--- config.mk ---
export PLATFORM = sky130hd
export DESIGN_NAME = float_adder_e4m3
export DESIGN_NICKNAME = d
export VERILOG_FILES = /design/src/rtl/float_adder_e4m3.sv
export SDC_FILE = /design/constraint.sdc
export NUM_CORES = 1
export LEC_CHECK = 0
export CELL_PAD_IN_SITES_DETAIL_PLACEMENT = 0
export CELL_PAD_IN_SITES_GLOBAL_PLACEMENT = 1
export CORE_ASPECT_RATIO = 1.4
export CORE_MARGIN = 2
export CORE_UTILIZATION = 38
export CTS_BUF_LIST = sky130_fd_sc_hd__clkbuf_4
export CTS_CLUSTER_SIZE = 12
export DETAILED_ROUTE_END_ITERATION = 12
export DONT_BUFFER_PORTS = 1
export GPL_ROUTABILITY_DRIVEN = 1
export HOLD_SLACK_MARGIN = 0.06
export MAX_ROUTING_LAYER = met4
export PLACE_DENSITY = 0.64
export REMOVE_ABC_BUFFERS = 1
export SLEW_MARGIN = 5
export SYNTH_ARGS = -nofsm -noshare
export SYNTH_HDL_FRONTEND = slang
export SYNTH_SLANG_ARGS = --single-unit
--- constraint.sdc ---
create_clock -name clock -period 12.3 [get_ports clock]
set_input_delay 3.69 -clock clock [delete_from_list [all_inputs] [get_ports clock]]
set_output_delay 3.69 -clock clock [all_outputs]
set_load 0.005 [all_outputs]
--- src/rtl/float_adder_e4m3.sv ---
// Iterative E4M3 adder: one alignment or normalisation shift per cycle, truncating.
// Accepts one operand pair per IDLE visit and pulses is_output_valid for one cycle in DONE.
module float_adder_e4m3 #(
    parameter int         BIAS       = 7,
    parameter logic [6:0] MAX_FINITE = 7'h7E
) (
    input  logic       clock,
    input  logic       reset,
    input  logic [7:0] a,
    input  logic [7:0] b,
    input  logic       in_valid,
    output logic       in_ready,
    output logic [7:0] y,
    output logic       is_output_valid,
    output logic       busy
);

    typedef enum logic [2:0] {S_IDLE, S_ALIGN, S_ADD, S_NORM, S_DONE} state_t;

    state_t             r_state;
    logic               r_sign;
    logic               r_sub;
    logic [3:0]         r_ml;
    logic [3:0]         r_ms;
    logic [1:0]         r_d;
    logic [4:0]         r_sum;
    logic signed [5:0]  r_exp;      // unbiased exponent of the result
    logic [7:0]         r_y;
    logic               r_vld;

    logic               w_a_nan, w_b_nan, w_a_zero, w_b_zero, w_a_big;
    logic [7:0]         w_l;
    logic [6:0]         w_s;
    logic [3:0]         w_d;
    logic [4:0]         w_sum;
    logic signed [5:0]  w_exp_b;

    assign w_a_nan  = (a[6:0] == 7'h7F);
    assign w_b_nan  = (b[6:0] == 7'h7F);
    assign w_a_zero = (a[6:3] == 4'd0);
    assign w_b_zero = (b[6:3] == 4'd0);
    assign w_a_big  = (a[6:0] >= b[6:0]);
    assign w_l      = w_a_big ? a : b;
    assign w_s      = w_a_big ? b[6:0] : a[6:0];
    assign w_d      = w_l[6:3] - w_s[6:3];
    assign w_sum    = r_sub ? ({1'b0, r_ml} - {1'b0, r_ms}) : ({1'b0, r_ml} + {1'b0, r_ms});
    assign w_exp_b  = r_exp + 6'(BIAS);

    assign in_ready        = (r_state == S_IDLE);
    assign busy            = (r_state != S_IDLE);
    assign y               = r_y;
    assign is_output_valid = r_vld;

    // Saturates anything above the largest finite magnitude, including the NaN code.
    function automatic logic [7:0] pack(input logic s, input logic signed [5:0] eb, input logic [2:0] m);
        if (eb > 6'sd15 || (eb == 6'sd15 && m == 3'b111))
            return {s, MAX_FINITE};
        return {s, eb[3:0], m};
    endfunction

    always_ff @(posedge clock) begin
        if (reset) begin
            r_state <= S_IDLE;
            r_sign  <= 1'b0;
            r_sub   <= 1'b0;
            r_ml    <= '0;
            r_ms    <= '0;
            r_d     <= '0;
            r_sum   <= '0;
            r_exp   <= '0;
            r_y     <= 8'h00;
            r_vld   <= 1'b0;
        end else begin
            case (r_state)
                S_IDLE: begin
                    r_vld <= 1'b0;
                    if (in_valid) begin
                        if (w_a_nan || w_b_nan) begin
                            r_y <= 8'h7F; r_vld <= 1'b1; r_state <= S_DONE;
                        end else if (w_a_zero && w_b_zero) begin
                            r_y <= 8'h00; r_vld <= 1'b1; r_state <= S_DONE;
                        end else if (w_a_zero) begin
                            r_y <= b; r_vld <= 1'b1; r_state <= S_DONE;
                        end else if (w_b_zero) begin
                            r_y <= a; r_vld <= 1'b1; r_state <= S_DONE;
                        end else begin
                            r_sign <= w_l[7];
                            r_sub  <= a[7] ^ b[7];
                            r_ml   <= {1'b1, w_l[2:0]};
                            r_exp  <= 6'({2'b00, w_l[6:3]}) - 6'(BIAS);
                            r_d    <= w_d[1:0];
                            if (w_d >= 4'd4) begin
                                r_ms    <= 4'd0;
                                r_state <= S_ADD;
                            end else begin
                                r_ms    <= {1'b1, w_s[2:0]};
                                r_state <= (w_d == 4'd0) ? S_ADD : S_ALIGN;
                            end
                        end
                    end
                end
                S_ALIGN: begin
                    r_ms <= r_ms >> 1;
                    r_d  <= r_d - 2'd1;
                    if (r_d == 2'd1)
                        r_state <= S_ADD;
                end
                S_ADD: begin
                    r_sum <= w_sum;
                    if (w_sum == 5'd0) begin
                        r_y <= 8'h00; r_vld <= 1'b1; r_state <= S_DONE;
                    end else begin
                        r_state <= S_NORM;
                    end
                end
                S_NORM: begin
                    if (r_sum[4]) begin
                        r_exp   <= r_exp + 6'sd1;
                        r_y     <= pack(r_sign, w_exp_b + 6'sd1, r_sum[3:1]);
                        r_vld   <= 1'b1;
                        r_state <= S_DONE;
                    end else if (r_sum[3]) begin
                        r_y     <= pack(r_sign, w_exp_b, r_sum[2:0]);
                        r_vld   <= 1'b1;
                        r_state <= S_DONE;
                    end else if (w_exp_b == 6'sd1) begin
                        // another left shift would hit the zero/subnormal exponent
                        r_y     <= {r_sign, 7'h00};
                        r_vld   <= 1'b1;
                        r_state <= S_DONE;
                    end else begin
                        r_sum <= r_sum << 1;
                        r_exp <= r_exp - 6'sd1;
                    end
                end
                S_DONE: begin
                    r_vld   <= 1'b0;
                    r_state <= S_IDLE;
                end
                default: begin
                    r_vld   <= 1'b0;
                    r_state <= S_IDLE;
                end
            endcase
        end
    end

endmodule

==> metrics.cfg <==
[logic_synthesis]
synth_cell_types=70
ys_warn_count=0
synth_area_sq_um=3140
synth.top_cell.area_share_pct=22.3
ys_seq_area_share_pct=22.3
synth.area.top_cells=dfxtp_1 22%, ha_1 8.8%, nor2_1 6.6%
ys_seq_elements=35
postSynth.topFlopCell=dfxtp_1
async_flop_share_pct=0
avgSynthCellArea_sq_um=7.59
synthCells=414
synth_edf_count=0
synth_top_cell_by_area=dfxtp_1

[setup_path]
crit_path_end_kind=flop
critical_path_class=primary input to flop
critPathLaunchType=primary input
required_ns=12.51
arrival_ns=6.68
slowest_delay_ns=0.79
crit_path_top_delay_cell=a311oi_4
path_cells=inv_1 > ha_1 > and3_4 > and2_4 > a311oi_4 > mux2i_1 > ha_1 > xor2_1 > nor2_1 > nor4b_2 > a311oi_2 > o22ai_1
cp_common_cell=ha_1
crit_fanout=16

[global_routing]
overflow=0
antenna_found_initial=0
grt_pass1_vias=2962
grt_pass1_wl_um=15300
grt_start_max_net_pins=31
grt_use_total_pct=22.4

[outcome]
status=finished, final reports clean

[power]
power.internal_mw=0.341
clock_power_share_pct=13.5
switchingPower_mw=0.318
powerDensity_nw_per_um2=201
comb_power_share_pct=56.4
p_leak_nw=1.27
p_sw_share_pct=48.3
power_frac_seq_pct=30.2
ir_drop_uv=74.7

[clock_tree]
post_cts.repair.setup_buffers=0
cts_resized=0
cts_tree=yes
cts.reportedPaths.clkPinSlew_ns=0.12
clockBufferDepth=2
numCtsBuffers=5
cts.hold.buffers_added=0
cts-root-buf=clkbuf_4
cts.sinks=35
clock_latency_ns=0.37
cts-htree-levels=2

[route]
avgViaCountPerCell=5.80
drt-initial-drc-count=158
drtPass1Iterations=4
wl_per_cell_um=17.9
drtAntennaViolNets=0
drc=0
drt_wl_total_um=9080
vias=2945

[hold_path]
hp-class=flop to flop

[layout]
syn_to_final_growth_pct=4.38
final_cell_mix=55 x nor2_1, 35 x dfxtp_1, 34 x a21oi_1
layout.nets=448
final_cells=508
antenna_cells=0
final_layout_size_suffix_gt1_share_pct=6.16
final_common_cell=nor2_1
fillers=891

[timing]
finalCriticalPeriod_ns=6.47
hold_viol_final=0
worst_pin_slew_ns=0.983
tns_ns=0
period_share_pct=52.6
slew_violations=0
holdWs_ns=0.476
relSlewSlack_pct=34.5
rsz0062_at_grt=false
max_freq_ghz=0.155
setup-violations-final=0
worst_slack_ns=5.83
final.setup_skew_ns=0.0327

[floorplanning]
start_util_pct=38.8
core-area_sq_um=8100
fp.dieW_um=80.8
die_area_sq_um=9020
row_count=39
num_io_pins=30
die_h_um=112

[placement]
io_buffers=0
dp_cells=500
gp_congestion=0.819
hpwl_um=7160
dp_slack_ns=5.45

[job]
maxCapViolations=0

==> logic make-up (layout without fill, tap and decap cells) <==
kind of cell	Yosys count	after routing	synth area share, %
AND/OR/NAND/NOR	151	151	23.7
flip-flops	35	35	22.3
adder cells (fa/ha/maj)	24	24	10.0
XOR/XNOR	19	19	5.54
multiplexers	16	16	5.14
buffers and inverters	44	36	5.62
AO/OA/AOI/OAI	125	125	27.6
==> power by group through the flow <==
| stage | Clock, mW | Combinational [mW] | Sequential [mW] |
|---|---|---|---|
| 6_report | 0.0888 | 0.372 | 0.199 |
| 3_5_place_dp | 0 | 0.370 | 0.203 |
| 4_1_cts | 0.0901 | 0.373 | 0.200 |
| 2_1_floorplan | 0 | 0.298 | 0.184 |
| 5_1_grt | 0.0949 | 0.423 | 0.205 |
| 3_3_place_gp | 0 | 0.369 | 0.203 |
==> cell usage after synthesis (2+ instances only) <==
cell type	instances
xnor2_1	14
or4_1	2
nor4_1	5
a21o_1	2
nor2_1	55
inv_2	3
ha_1	22
a22oi_1	6
a211o_1	2
o31ai_1	6
nand2_1	26
fa_1	2
nand3_1	9
nor2b_1	9
a21oi_1	34
a211oi_1	8
mux2i_1	15
or3_1	4
o41ai_1	2
a31oi_1	8
o22ai_1	4
o21ai_0	10
a311oi_2	2
o21ai_1	15
o21a_1	3
or2_2	2
clkbuf_1	12
buf_2	3
dfxtp_1	35
nand4_1	2
o211ai_1	2
a311oi_1	2
and2_1	5
nor3_1	15
nand2b_1	5
xor2_1	4
and3_1	2
inv_1	25
==> worst max-delay path: cells and delay by family <==
kind / cells / cell delay, ns
compound gates: 3 / 1.30
simple gates: 4 / 0.62
fa+ha+maj: 2 / 0.59
mux: 1 / 0.28
xor+xnor: 1 / 0.16
buf+inv: 1 / 0.04
==> through the flow <==
step	power, mW	cell area (sq um)	util [%]
3_3_place_gp	0.572	3200	39.5
5_1_grt	0.723	3280	40.5
2_1_floorplan	0.482	3070	-
4_1_cts	0.663	3280	40.5
6_report	0.659	3280	40.5
3_5_place_dp	0.572	3200	39.5
==> area by class of cell <==
class                           instances  area [sq um]  share of cell area (%)
Clock buffer                            5          37.5                    1.15
Sequential cell                        35           701                    21.4
Clock inverter                          3          43.8                    1.34
Inverter                               28           105                    3.21
Multi-Input combinational cell        335          2260                    69.0
Tap cell                              102           128                    3.89
==> registers in the layout, summed over array words and instances, names as in the netlist <==
| register | count |
|---|---|
| is_output_valid | 1 |
| r_d | 2 |
| r_exp | 6 |
| r_ml | 4 |
| r_ms | 4 |
| r_sign | 1 |
| r_state | 3 |
| r_sub | 1 |
| r_sum | 5 |
| y | 8 |
==> layer usage <==
metal,wire length (um),up-vias,track usage (%)
li1,-,1484,-
met1,3770,1391,25.7
met2,4790,56,39.1
met3,342,14,3.57
met4,187,0,6.78
met5,0,-,-
==> path summary, 6_finish.rpt <==
check        slack [ns]      end  cells after the start  startpoint
max                5.83  r_ms[2]                     12        b[5]
min                0.48   r_d[1]                      2      r_d[1]
max reg2reg        9.27     y[0]                      9    r_exp[0]
min reg2reg        0.48   r_d[1]                      2      r_d[1]
Note: power is estimated with default switching activity, not from simulation.
